===== src/rtl/mem_arbiter.sv =====
// mem_arbiter: two-port round-robin arbiter in front of a single-port
// synchronous RAM. Port A is instruction fetch, port B the data stage.
// Each grant takes IDLE -> ISSUE -> RESP, or IDLE -> RESP for a
// misaligned access. The winner's request is latched, so the requester
// may drop or change its inputs once it has been granted.
//
// Handshake: a requester raises req with we/addr/wdata stable and keeps
// req high until it sees a one-cycle ack. The ack cycle also carries err.
// Read data appears on rdata in the cycle after ack and is held until the
// next aligned read by the same port.

module mem_arbiter #(
  parameter int ADDR_W = 10,
  parameter int DATA_W = 32
) (
  input  logic              clk,
  input  logic              rst_n,
  // port A (instruction fetch)
  input  logic              a_req,
  input  logic              a_we,
  input  logic [31:0]       a_addr,
  input  logic [DATA_W-1:0] a_wdata,
  output logic              a_ack,
  output logic              a_err,
  output logic [DATA_W-1:0] a_rdata,
  // port B (data memory stage)
  input  logic              b_req,
  input  logic              b_we,
  input  logic [31:0]       b_addr,
  input  logic [DATA_W-1:0] b_wdata,
  output logic              b_ack,
  output logic              b_err,
  output logic [DATA_W-1:0] b_rdata,
  // RAM side
  output logic              ram_we,
  output logic [ADDR_W-1:0] ram_addr,
  output logic [DATA_W-1:0] ram_din,
  input  logic [DATA_W-1:0] ram_dout,
  // observability: current FSM state (0 IDLE, 1 ISSUE, 2 RESP)
  output logic [1:0]        dbg_state
);

  typedef enum logic [1:0] {
    ST_IDLE  = 2'd0,
    ST_ISSUE = 2'd1,
    ST_RESP  = 2'd2
  } state_t;

  state_t r_state;
  state_t w_state_nxt;

  // Latched transaction. r_id: 0 = port A, 1 = port B.
  logic              r_id;
  logic              r_we;
  logic [ADDR_W+1:0] r_addr;
  logic [DATA_W-1:0] r_wdata;

  // Round-robin pointer: 1 = port B has priority on a collision.
  logic              r_prio_b;

  logic [DATA_W-1:0] r_a_rdata;
  logic [DATA_W-1:0] r_b_rdata;

  // Arbitration and selected-request signals.
  logic              w_any_req;
  logic              w_grant_b;
  logic              w_sel_we;
  logic [ADDR_W+1:0] w_sel_addr;
  logic [DATA_W-1:0] w_sel_wdata;
  logic              w_sel_mis;
  logic              w_mis;
  logic              w_in_resp;
  logic              w_load_rdata;

  // Address bits above the RAM window are ignored, so the space aliases.
  logic              w_unused_addr;
  assign w_unused_addr = ^{a_addr[31:ADDR_W+2], b_addr[31:ADDR_W+2]};

  // Pick the winner: a lone requester always wins, a collision goes to
  // whichever port the pointer favours.
  always_comb begin
    w_any_req   = a_req | b_req;
    w_grant_b   = b_req & (~a_req | r_prio_b);
    w_sel_we    = w_grant_b ? b_we : a_we;
    w_sel_addr  = w_grant_b ? b_addr[ADDR_W+1:0] : a_addr[ADDR_W+1:0];
    w_sel_wdata = w_grant_b ? b_wdata : a_wdata;
    w_sel_mis   = (w_sel_addr[1:0] != 2'b00);
  end

  // State register.
  always_ff @(posedge clk or negedge rst_n) begin
    if (!rst_n) begin
      r_state <= ST_IDLE;
    end else begin
      r_state <= w_state_nxt;
    end
  end

  // Next-state logic: misaligned accesses skip the RAM cycle entirely.
  always_comb begin
    w_state_nxt = r_state;
    case (r_state)
      ST_IDLE: begin
        if (w_any_req) begin
          w_state_nxt = w_sel_mis ? ST_RESP : ST_ISSUE;
        end
      end
      ST_ISSUE: w_state_nxt = ST_RESP;
      ST_RESP:  w_state_nxt = ST_IDLE;
      default:  w_state_nxt = ST_IDLE;
    endcase
  end

  // Capture the winner's request when leaving IDLE; held for the whole grant.
  always_ff @(posedge clk or negedge rst_n) begin
    if (!rst_n) begin
      r_id    <= 1'b0;
      r_we    <= 1'b0;
      r_addr  <= '0;
      r_wdata <= '0;
    end else if (r_state == ST_IDLE && w_any_req) begin
      r_id    <= w_grant_b;
      r_we    <= w_sel_we;
      r_addr  <= w_sel_addr;
      r_wdata <= w_sel_wdata;
    end
  end

  // Hand priority to the other port whenever a grant completes.
  always_ff @(posedge clk or negedge rst_n) begin
    if (!rst_n) begin
      r_prio_b <= 1'b1;
    end else if (r_state == ST_RESP) begin
      r_prio_b <= ~r_id;
    end
  end

  // Decode of the latched transaction.
  always_comb begin
    w_mis        = (r_addr[1:0] != 2'b00);
    w_in_resp    = (r_state == ST_RESP);
    w_load_rdata = w_in_resp & ~r_we & ~w_mis;
  end

  // Read data registers: only the winner's register loads, and only for an
  // aligned read, on the edge that leaves RESP.
  always_ff @(posedge clk or negedge rst_n) begin
    if (!rst_n) begin
      r_a_rdata <= '0;
      r_b_rdata <= '0;
    end else if (w_load_rdata) begin
      if (r_id) begin
        r_b_rdata <= ram_dout;
      end else begin
        r_a_rdata <= ram_dout;
      end
    end
  end

  // Output decode. RAM address/data follow the latch in every state; the
  // write strobe is confined to ISSUE, which misaligned accesses never reach.
  always_comb begin
    ram_we    = (r_state == ST_ISSUE) & r_we & ~w_mis;
    ram_addr  = r_addr[ADDR_W+1:2];
    ram_din   = r_wdata;
    a_ack     = w_in_resp & ~r_id;
    b_ack     = w_in_resp & r_id;
    a_err     = w_in_resp & ~r_id & w_mis;
    b_err     = w_in_resp & r_id & w_mis;
    a_rdata   = r_a_rdata;
    b_rdata   = r_b_rdata;
    dbg_state = r_state;
  end

endmodule


===== config.mk =====
export PLATFORM = sky130hd
export DESIGN_NAME = mem_arbiter
export DESIGN_NICKNAME = d
export VERILOG_FILES = /design/src/rtl/mem_arbiter.sv
export SDC_FILE = /design/constraint.sdc
export NUM_CORES = 1
export LEC_CHECK = 0
export CORE_AREA = 10 10 126 128
export DETAILED_ROUTE_END_ITERATION = 7
export DIE_AREA = 0 0 136 138
export MAX_ROUTING_LAYER = met4
export PLACE_DENSITY = 0.87
export RECOVER_POWER = 50
export REMOVE_ABC_BUFFERS = 1
export SLEW_MARGIN = 0
export SYNTH_ARGS = -nofsm -noshare
export SYNTH_HDL_FRONTEND = slang
export SYNTH_SLANG_ARGS = --single-unit

===== constraint.sdc =====
create_clock -name clk -period 1.66 [get_ports clk]
set_input_delay 0.249 -clock clk [delete_from_list [all_inputs] [get_ports clk]]
set_output_delay 0.249 -clock clk [all_outputs]
set_load 0.02 [all_outputs]

==> metrics.yaml <==
floorplan:
  dieHeight_um: 138
  start_util_pct: 37.9
  die_w_um: 136
  die_area_um2: 18800
  ios: 279
  core_um2: 13500
  row_count: 43
route:
  vias: 4559
  first_iter_violations: 217
  viasPerCell: 5.33
  drtAntennaViolNets: 0
  wl_um: 18600
  route.detailed.drc: 0
  drt_pass1_iterations: 5
  wl_per_cell_um: 21.7
timing:
  maxSlewHeadroom_pct: 58.6
  worst_slew_pin_slew_ps: 621
  finalCritPeriodShare_pct: 100
  final_hold_viol_count: 0
  setup_slack_ps: -5.57
  rsz0062_at_grt: "yes"
  clock_skew_ps: 5.39
  fmax_mhz: 600
  setup_violations: 1
  finalCriticalPeriod_ps: 1670
  slew_violations: 0
job:
  maxCapViolations: 0
grt:
  grt_use_total_pct: 18.5
  grt_max_degree: 90
  antenna_found_initial: 1
  grt_pass1_vias: 4736
  grt_pass1_wl_um: 26600
  overflow: 0
yosys:
  yosys-top-cells-area: "dfrtp_1 55%, mux2_2 14%, nand3b_1 6.6%"
  ys_seq_area_share_pct: 55.2
  yosysTopAreaCellShare_pct: 54.7
  netlist_top_cells_count: "112 x dfrtp_1, 63 x mux2_2, 46 x a21oi_1"
  synth_area_leader_cell: "dfrtp_1"
  synth_edf_count: 0
  syn_inst: 432
  async_flop_share_pct: 100
  synthFlopType: "dfrtp_1"
  syn_area_um2: 5120
  synth_warnings: 0
  yosysUniqueCellTypes: 28
  syn_avg_cell_area_um2: 11.9
  yosysMostFrequentCell: "dfrtp_1"
  ys_ff_latch: 113
critical_path:
  worst-path-max-fanout: 2
  startpoint_type: "flop"
  crit_type: "flop to primary output"
  rrSetupSlack_ps: 10
  cp_slowest_cell: "clkdlybuf4s50_1"
  critPathCaptureType: "primary output"
  critPathMaxStageDelay_ps: 650
  cp_top_family: "buffers and inverters"
  critical_path_buf_inv_count: 1
  cp.required_ps: 1410
  arrival_ps: 1420
  worstPathCellList: "clkdlybuf4s50_1"
clock_tree:
  cts-buffers-inserted: 17
  h-tree-depth: 4
  clock-sinks: 113
  clk_pin_slew_ps: 50
  cts_tree: "done"
  clockRootBuffer: "clkbuf_16"
  insertion_delay_ps: 410
  clockBufferDepth: 2
power:
  irDropWorstVdd_mv: 0.677
  power-per-cell-area_nw_per_um2: 1890
  power.leakage_nw: 3.23
  power_mw: 15.1
place:
  dp_slack_ps: -77.9
  place.gp.congestion: 0.809
  portBuffers: 238
  dp_hpwl_um: 13000
final_layout:
  fillCellCount: 1084
  drive_above_1_share_pct: 20.1
  fin_nets: 828
  area_delta_synth_final_pct: 56.2
min_path:
  hp-class: "input pin to flop"
status:
  outcome: "finished, violations left"
  failed_checks: "negative setup slack"
## per-stage QoR
stage / utilization (%) / setup TNS (ps) / area [µm²] / std cells / hold slack [ps]
2_1_floorplan: - / -70530 / 4790 / 381 / -46.6
6_report: 59.2 / -5.57 / 8000 / 856 / 295
3_3_place_gp: 56.5 / -3.30 / 7630 / 819 / 171
4_1_cts: 60.7 / 0 / 8200 / 853 / 279
3_5_place_dp: 56.5 / -501 / 7630 / 819 / 176
5_1_grt: 59.2 / -201 / 8000 / 856 / 329
## routing by layer
metal | vias up | GRT usage [%] | share of wire, %
li1 | 2048 | - | -
met1 | 2207 | 20.5 | 41
met2 | 258 | 30.1 | 48
met3 | 46 | 6.78 | 9.3
met4 | 0 | 6.06 | 2.2
met5 | - | - | 0
## worst paths after layout
kind	startpoint	to	cells after the start
setup / recovery	b_rdata[10]	b_rdata[10]	1
hold / removal	b_req	dbg_state[0]	4
setup reg to reg	dbg_state[1]	a_rdata[9]	6
hold reg to reg	b_rdata[4]	b_rdata[4]	1
max in group asynchronous	rst_n	ram_din[19]	3
min in group asynchronous	rst_n	a_rdata[11]	2
## kinds of logic (layout without fill, tap and decap cells)
| family | after synthesis | after routing | share of synthesized area [%] |
|---|---|---|---|
| flip-flops | 113 | 113 | 55.2 |
| other | 0 | 1 | 0 |
| AND/OR/NAND/NOR | 60 | 60 | 8.70 |
| buffers and inverters | 54 | 297 | 6.74 |
| AO/OA/AOI/OAI | 140 | 140 | 15.0 |
| multiplexers | 65 | 65 | 14.3 |
## area by class of cell
| type | count | area [µm²] | share of cell area (%) |
|---|---|---|---|
| Antenna cell | 1 | 2.50 | 0.0313 |
| Clock buffer | 19 | 443 | 5.54 |
| Clock inverter | 13 | 160 | 2.00 |
| Inverter | 3 | 11.3 | 0.141 |
| Multi-Input combinational cell | 265 | 1970 | 24.6 |
| Sequential cell | 113 | 2830 | 35.4 |
| Tap cell | 180 | 225 | 2.82 |
| Timing Repair Buffer | 262 | 2360 | 29.5 |
## state kept, by name, summed over array words and instances (netlist names)
signal	flops
b_rdata	32
ram_din	32
r_addr	12
a_rdata	32
r_we	1
dbg_state	2
r_prio_b	1
r_id	1
## what timing repair did
item                                    in CTS  in global routing
buffers inserted                             1                  0
pin swaps                                    1                  2
endpoints found under the setup margin      42                 46
hold buffers                                 1                  0
hold endpoints to repair                    23                  0
gates cloned                                 0                  2
gates resized for setup                     58                 45
## tightest hold or removal path, stage by stage
cell,delay (ps)
buf_2,130
inv_2,80
or4_1,120
a21boi_0,80
## cell usage in the layout, fill, tap and decap left out, types with 2 or more instances in the layout
cell type	instances
clkinv_2	3
o21ai_0	34
mux2_1	2
a21oi_1	46
clkbuf_1	41
dlygate4sd2_1	37
clkdlybuf4s50_1	154
mux2_2	63
clkbuf_16	19
clkbuf_2	2
buf_12	6
dfrtp_1	112
nand3b_1	45
buf_2	3
bufinv_16	3
a31oi_1	45
clkinvlp_4	5
nor2_1	3
nor2b_4	2
inv_1	2
o21ai_1	12
inv_6	2
buf_4	15
## power breakdown
part / internal, mW / leakage (nW) / switching [mW]
clock: 2.40 / 0.282 / 1.34
sequential: 4.10 / 1.30 / 0.814
combinational: 2.79 / 1.64 / 3.68
total: 9.29 / 3.23 / 5.83
Note: power is estimated with default switching activity, not from simulation.
